File: config.mk
export PLATFORM = sky130hd
export DESIGN_NAME = controller
export DESIGN_NICKNAME = d
export VERILOG_FILES = /design/src/rtl/controller.sv
export SDC_FILE = /design/constraint.sdc
export NUM_CORES = 1
export LEC_CHECK = 0
export BUFFER_PORTS_ARGS = -buffer_cell sky130_fd_sc_hd__buf_4
export CORE_AREA = 8 8 45 47
export DETAILED_ROUTE_END_ITERATION = 7
export DIE_AREA = 0 0 53 55
export SLEW_MARGIN = 20
export SYNTH_ARGS = -nofsm -noshare
export SYNTH_HDL_FRONTEND = slang
export SYNTH_SLANG_ARGS = --single-unit
export TNS_END_PERCENT = 5
File: constraint.sdc
create_clock -name clk -period 2.8 [get_ports clk]
set_clock_uncertainty 0.2 [all_clocks]
set_input_delay 0.14 -clock clk [delete_from_list [all_inputs] [get_ports clk]]
set_output_delay 0.14 -clock clk [all_outputs]
set_load 0.03 [all_outputs]
File: src/rtl/controller.sv
// March-test BIST sequencer: drives an external address counter and memory write enable.
// Optional `BIST_STOP_ON_FAIL_EN` ends the test at the first read mismatch.
module controller (
  input  logic clk,
  input  logic rst,
  input  logic start,
  input  logic is_equal,
  input  logic carry,
  output logic out,
  output logic reset,
  output logic preset,
  output logic en,
  output logic up_down,
  output logic fail,
  output logic done
);

  typedef enum logic [3:0] {
    S_IDLE = 4'd0,
    S_CLR0 = 4'd1,
    S_W0   = 4'd2,
    S_CLR1 = 4'd3,
    S_R0   = 4'd4,
    S_PRE0 = 4'd5,
    S_W1   = 4'd6,
    S_PRE1 = 4'd7,
    S_R1   = 4'd8,
    S_DONE = 4'd9
  } state_t;

`ifdef BIST_STOP_ON_FAIL_EN
  localparam logic STOP_ON_FAIL = 1'b1;
`else
  localparam logic STOP_ON_FAIL = 1'b0;
`endif

  state_t      state_q, state_d;
  logic        fail_q, fail_d;
  logic [5:0]  outs_q;

  // Output vector order: {out, reset, preset, en, up_down, done}
  function automatic logic [5:0] decode(input state_t s);
    logic [5:0] v;
    case (s)
      S_CLR0, S_CLR1: v = 6'b010000;
      S_W0:           v = 6'b100110;
      S_R0:           v = 6'b000110;
      S_PRE0, S_PRE1: v = 6'b001000;
      S_W1:           v = 6'b100100;
      S_R1:           v = 6'b000100;
      S_DONE:         v = 6'b000001;
      default:        v = 6'b000000;
    endcase
    return v;
  endfunction

  // Next-state and sticky fail computation
  always_comb begin
    state_d = state_q;
    fail_d  = fail_q;
    case (state_q)
      S_IDLE: begin
        if (start) begin
          state_d = S_CLR0;
          fail_d  = 1'b0;
        end else begin
          state_d = S_IDLE;
        end
      end
      S_CLR0: state_d = S_W0;
      S_W0: begin
        if (carry) begin
          state_d = S_CLR1;
        end else begin
          state_d = S_W0;
        end
      end
      S_CLR1: state_d = S_R0;
      S_R0: begin
        if (carry) begin
          state_d = S_PRE0;
        end else begin
          state_d = S_R0;
        end
        // A mismatch on the terminal address still counts
        if (!is_equal) begin
          fail_d = 1'b1;
          if (STOP_ON_FAIL) begin
            state_d = S_DONE;
          end else begin
            fail_d = 1'b1;
          end
        end else begin
          fail_d = fail_q;
        end
      end
      S_PRE0: state_d = S_W1;
      S_W1: begin
        if (carry) begin
          state_d = S_PRE1;
        end else begin
          state_d = S_W1;
        end
      end
      S_PRE1: state_d = S_R1;
      S_R1: begin
        if (carry) begin
          state_d = S_DONE;
        end else begin
          state_d = S_R1;
        end
        if (!is_equal) begin
          fail_d = 1'b1;
          if (STOP_ON_FAIL) begin
            state_d = S_DONE;
          end else begin
            fail_d = 1'b1;
          end
        end else begin
          fail_d = fail_q;
        end
      end
      S_DONE: begin
        if (!start) begin
          state_d = S_IDLE;
        end else begin
          state_d = S_DONE;
        end
      end
      default: begin
        state_d = S_IDLE;
        fail_d  = 1'b0;
      end
    endcase
  end

  // State, fail flag and outputs registered together so outputs track the state register
  always_ff @(posedge clk) begin
    if (rst) begin
      state_q <= S_IDLE;
      fail_q  <= 1'b0;
      outs_q  <= 6'b000000;
    end else begin
      state_q <= state_d;
      fail_q  <= fail_d;
      outs_q  <= decode(state_d);
    end
  end

  assign out     = outs_q[5];
  assign reset   = outs_q[4];
  assign preset  = outs_q[3];
  assign en      = outs_q[2];
  assign up_down = outs_q[1];
  assign done    = outs_q[0];
  assign fail    = fail_q;

endmodule

==> metrics.yaml, run 1 <==
first_iter_violations: 5
path_class: "reg -> reg"
setup_tns_ns: 0
p_sw_w: 0.000120
wirelength_um: 1000
drv_cap: 0
grt_max_degree: 15
hp-class: "in -> reg"
leakage_nw: 0.250
p_sw_share_pct: 30.8
vias_per_cell: 5.04
wl_met3_um: 82
syn_to_final_growth_pct: 25.1
finalHoldViolations: 0
grt_pass1_vias: 403
htreeDepth: 1
setup_viol_count_final: 0
wire_per_inst_um: 11.9
p_comb_share_pct: 23.5
internal-power_w: 0.000269
io_buffers: 11
cp-end-kind: "flip-flop"
num_rows: 14
synth.cell_area_sq_um: 504
core_area_sq_um: 1380
grt-ovfl-total: 0
nFillCells: 132
synthArstFlopShare_pct: 0
ctsResizeCount: 0
seq_area_sq_um: 220
cts_sinks: 11
timing.final.crit_share_pct: 63.0
clkSlewWorstSetupHoldPaths_ns: 0.07
synth_top_flop_cell: "dfxtp_1"
post-cts-setup-buffer-count: 0
clk_latency_ns: 0.27
grt_pass1_wl_um: 1720
post-dp-hpwl_um: 711
cts_tree: "done"
multi_input_area_sq_um: 248
drive_gt1_share_pct: 26.5
ys_ff_latch: 11
grt_use_total_pct: 8.16
p_clk_share_pct: 28.3
firstDrtPassIters: 4
arrival_ns: 1.71
yosysSeqAreaShare_pct: 43.7
die_w_um: 53
finalInstanceArea_sq_um: 631
ir_drop_uv: 276
synth_cell_types: 29
p_seq_share_pct: 48.1
cts_max_path_buffers: 2
worst_r2r_startpoint: "state_q[2]"
hold_buffers: 3
num_vias: 423
synth_warnings: 0
cp_max_fo: 9
p_per_area_nw_per_um2: 617
dieHeight_um: 55
diodes: 0
rsz0062_at_grt: "no"
dieArea_sq_um: 2920
gp_congestion: 0.847
synth_enable_flop_cells: 0
worstPathRequired_ns: 2.74
avgSynthCellArea_sq_um: 9.17
wl_met2_um: 409
cts_buffers: 3
ant_nets: 0
io_pins: 12
crit_path_start_kind: "flip-flop"
synth_fp_nets: 60
netlist_instances: 55
worst_pin_slew_ns: 0.429
min-delay-start: "is_equal"
top_layer: "met4"
crit_start: "state_q[2]"
root_buffer: "clkbuf_4"
status: "finished clean"
clock.fmax_mhz: 567
drv_slew: 0
start_util_pct: 36.4
min_period_ns: 1.77
antenna_found_initial: 0
met1_length_um: 463
post_dp_cell_area_sq_um: 574
nNetsFinal: 74
post-route-drc-count: 0
slew-limit-headroom_pct: 71.3
-- Yosys cell counts, types with 2 or more instances --
cell type,n,area (sq um)
nand3_1,3,15.0
nor2_1,6,22.5
dfxtp_1,11,220
buf_2,2,10.0
nor2b_1,3,18.8
nor4b_1,2,17.5
nand2_1,2,7.51
nor3_1,2,10.0
a21oi_1,3,15.0
xor2_1,2,17.5
-- state kept, by name, indices dropped and copies added, names as in the netlist --
signal   cells
state_q      4
fail         1
outs_q       6
-- final timing paths --
check | end | cells after the start | slack [ns]
worst max register to register | outs_q[1] | 4 | 1.03
worst min register to register | fail | 2 | 0.33
worst min-delay path | fail | 4 | 0.03
worst max-delay path | outs_q[1] | 4 | 1.03
-- layout by cell type, fill, tap and decap left out, types with 2 or more instances in the layout --
cell / count
clkbuf_4: 3
a21oi_1: 3
nand2_1: 2
nor4b_1: 2
nor3_1: 2
dlygate4sd3_1: 3
nor2b_1: 3
xor2_1: 2
nor2_1: 6
buf_4: 11
dfxtp_1: 11
nand3_1: 3
-- stage by stage --
step           util, %  worst slack, ns  power [W]  std cells  hold slack (ns)
4_1_cts           45.6             1.04   0.000395         84           0.0289
5_1_grt           45.6            0.897   0.000417         84           0.0437
3_3_place_gp      41.5             1.04   0.000278         77            0.170
3_5_place_dp      41.5             1.04   0.000278         77            0.165
6_report          45.6             1.03   0.000389         84           0.0298
2_1_floorplan        -             1.23   0.000257         55           0.0445
-- per-layer routing --
layer	vias to the layer above	GRT usage, %
met1	186	8.42
li1	220	-
met2	13	12.3
met5	-	0
met4	0	8.19
met3	4	3.21
-- worst max-delay path, cell delays in order (launching register included) --
cell	delay, ns
dfxtp_1	0.56
nor2_4	0.09
or4b_1	0.47
and3_4	0.18
nor4b_1	0.14
-- final cells by class --
cell class	count	area share (%)
Multi-Input combinational cell	38	39.3
Sequential cell	11	34.9
Timing Repair Buffer	14	17.9
Clock buffer	4	4.17
Tap cell	16	3.17
Inverter	1	0.595
-- kinds of logic after synthesis --
kind of cell    Yosys count  synth area share, %
simple gates             26                 32.0
flops                    11                 43.7
compound gates            8                 9.68
buf+inv                   6                 7.20
xor+xnor                  3                 5.21
mux                       1                 2.23
-- power by group through the flow --
stage               Clock, W  Sequential, W  Combinational (W)
floorplan                  0       0.000194          0.0000631
global placement           0       0.000191          0.0000875
detailed placement         0       0.000191          0.0000879
CTS                 0.000116       0.000187          0.0000926
global route        0.000125       0.000191           0.000101
finish              0.000110       0.000187          0.0000916
Note: power is estimated with default switching activity, not from simulation.
==> run 2: changes to the inputs <==
--- a/config.mk
+++ b/config.mk
@@ -5,6 +5,7 @@
 export SDC_FILE = /design/constraint.sdc
 export NUM_CORES = 1
 export LEC_CHECK = 0
+export ABC_AREA = 1
 export BUFFER_PORTS_ARGS = -buffer_cell sky130_fd_sc_hd__buf_4
 export CORE_AREA = 8 8 45 47
 export DETAILED_ROUTE_END_ITERATION = 7
==> constraint.sdc (replaced) <==
create_clock -name clk -period 1.5 [get_ports clk]
set_clock_uncertainty 0.2 [all_clocks]
set_input_delay 0.075 -clock clk [delete_from_list [all_inputs] [get_ports clk]]
set_output_delay 0.075 -clock clk [all_outputs]
set_load 0.03 [all_outputs]
==> metrics.yaml, run 2 <==
p_per_area_nw_per_um2: 1150  # +87%
ys_ff_latch: 11  # unchanged
cts_sinks: 11  # unchanged
setup_viol_count_final: 0  # unchanged
post-synth-top-area-cell: "dfxtp_1"
wirelength_um: 1010  # +0.90%
core_area_sq_um: 1380  # unchanged
gp_congestion: 0.793  # -6.4%
largest_reg_flops: 6  # unchanged
synth_enable_flop_cells: 0  # unchanged
synth_area_leaders: "dfxtp_1, nand2_1, nor2_1"
leakage_nw: 0.304  # +22%
worstPathRequired_ns: 1.46  # -1.28 ns
post-route-drc-count: 0  # unchanged
synth_top_area_share_pct: 45.8  # +2.2 points
synthArstFlopShare_pct: 0  # unchanged
finalHoldViolations: 0  # unchanged
firstDrtPassIters: 4  # unchanged
cp-end-kind: "flip-flop"
antenna_found_initial: 0  # unchanged
holdPathEnd: "outs_q[4]"
timing.final.crit_share_pct: 92.2  # +29 points
vias_per_cell: 4.60  # -8.7%
mostFrequentLayoutCells: "nand2_1, nor2_1, buf_4"
rsz0062_at_grt: "no"
die_w_um: 53  # unchanged
nFillCells: 147  # +11%
arrival_ns: 1.35  # -0.36 ns
synth_fp_nets: 75  # +25%
setup_tns_ns: 0  # unchanged
syn_to_final_growth_pct: 32.0
r2r_setup_slack_ns: 0.12  # -0.92 ns
drive_gt1_share_pct: 25.6  # -0.89 points
num_rows: 14  # unchanged
drv_slew: 0  # unchanged
worst_r2r_startpoint: "state_q[2]"
avgSynthCellArea_sq_um: 6.86  # -25%
pre_cts_slack_ns: 0.0946  # -0.948 ns
synth_top_flop_cell: "dfxtp_1"
netlist_instances: 70  # +27%
start_util_pct: 34.7  # -1.7 points
rr_endpoint: "outs_q[2]"
htreeDepth: 1  # unchanged
cts_max_path_buffers: 2  # unchanged
cts_buffers: 3  # unchanged
synth_most_common_cell: "nand2_1"
final_common_cell: "nand2_1"
grt_pass1_wl_um: 1670  # -2.9%
io_buffers: 11  # unchanged
finalInstanceArea_sq_um: 634  # +0.60%
cp_max_fo: 4  # -5
drv_cap: 0  # unchanged
utilization_pct: 45.8  # +0.27 points
yosysSeqAreaShare_pct: 45.8  # +2.2 points
regMostFlops: "outs_q"
dieArea_sq_um: 2920  # unchanged
crit_path_start_kind: "flip-flop"
synth_cell_types: 14  # -52%
synth.cell_area_sq_um: 480  # -4.7%
wire_per_inst_um: 9.89  # -17%
diodes: 0  # unchanged
grt-ovfl-total: 0  # unchanged
post_dp_cell_area_sq_um: 579  # +0.87%
clkSlewWorstSetupHoldPaths_ns: 0.06  # about the same
fin_ws_ns: 0.117  # -0.918 ns
status: "finished clean"
first_iter_violations: 20  # +15
clock.fmax_mhz: 723  # +28%
cts_tree: "done"
synth_warnings: 0  # unchanged
r2r_cells: 8  # +4
grt_use_total_pct: 8.05  # -0.11 points
worst_pin_slew_ns: 0.203  # -0.227 ns
num_vias: 469  # +11%
dieHeight_um: 55  # unchanged
hp-class: "in -> reg"
min-delay-start: "carry"
path_class: "reg -> reg"
root_buffer: "clkbuf_4"
grt_max_degree: 9  # -6
ant_nets: 0  # unchanged
holdPathStages: 5  # +1
min_period_ns: 1.38  # -0.382 ns
yosys-top-cells-count: "nand2_1, dfxtp_1, nor2_1, nand3_1, inv_1"
clk_latency_ns: 0.26  # about the same
nNetsFinal: 92  # +24%
post-cts-setup-buffer-count: 0  # unchanged
slew-limit-headroom_pct: 86.5  # +15 points
ir_drop_uv: 468  # +70%
post-dp-hpwl_um: 798  # +12%
grt_pass1_vias: 421  # +4.5%
io_pins: 12  # unchanged
-- run 2: changes by cell type in the layout (fill, tap and decap cells not counted), sizes merged, moves of 3 or more --
cell   before  now
nand2       2   21
inv         1    7
nand3       3    8
nor2        7   13
nor2b       3    0
-- run 2: worst max-delay path, stage by stage, from the launching register on --
cell     delay, ns
dfxtp_1       0.34
inv_2         0.10
nand2_2       0.06
nand2_1       0.08
nand3_1       0.10
nor2_1        0.18
nor2_4        0.07
nand2_1       0.10
nand2_1       0.05
-- run 2: worst max-delay path by stage --
stage               startpoint         to  slack (ns)  cells after the start
finish              state_q[2]  outs_q[2]        0.12                      8
CTS                 state_q[1]  outs_q[1]        0.08                      8
floorplan           state_q[2]  outs_q[1]        0.27                      8
detailed placement  state_q[1]  outs_q[1]        0.09                      8
global placement    state_q[2]  outs_q[1]        0.08                      8
global route        state_q[2]  outs_q[2]       0.001                      8
-- run 2: stage by stage --
step | total power [W] | hold slack [ns] | std cells
CTS | 0.000734 | 0.0377 | 102
floorplan | 0.000478 | 0.121 | 70
global placement | 0.000535 | 0.104 | 96
finish | 0.000732 | 0.0431 | 102
detailed placement | 0.000535 | 0.104 | 96
global route | 0.000781 | 0.0749 | 102
-- run 2: area by class of cell --
class	instances	area [sq um]	share of cell area, %
clock buffers	4	26.3	4.14
inverters	7	26.3	4.14
flip-flops and latches	11	224	35.3
well taps	16	20.0	3.16
multi-input cells	51	235	37.1
repair buffers	13	103	16.2
-- run 2: repair_timing --
| item | in CTS | in global routing |
|---|---|---|
| hold buffers | 2 | 0 |
| hold endpoints to repair | 10 | 0 |
| endpoints found under the setup margin | 0 | 2 |
| resized for setup | 0 | 4 |
-- run 2: cell families after synthesis --
| family | Yosys count | synth area share, % |
|---|---|---|
| buffers and inverters | 8 | 6.25 |
| AO/OA/AOI/OAI | 4 | 4.95 |
| flip-flops | 11 | 45.8 |
| AND/OR/NAND/NOR | 47 | 43.0 |
-- run 2: power by group --
part	switching [W]	internal, W	total (W)
logic	0.000130	0.0000746	0.000205
registers	0.0000142	0.000320	0.000334
clock network	0.0000904	0.000103	0.000193
total	0.000235	0.000498	0.000732
-- run 2: per-layer routing --
| metal | global-route usage, % | share of wire, % | up-vias |
|---|---|---|---|
| met2 | 12.1 | 46 | 10 |
| li1 | - | - | 252 |
| met3 | 2.94 | 5.2 | 4 |
| met5 | 0 | 0 | - |
| met1 | 8.12 | 45 | 203 |
| met4 | 9.05 | 3.9 | 0 |
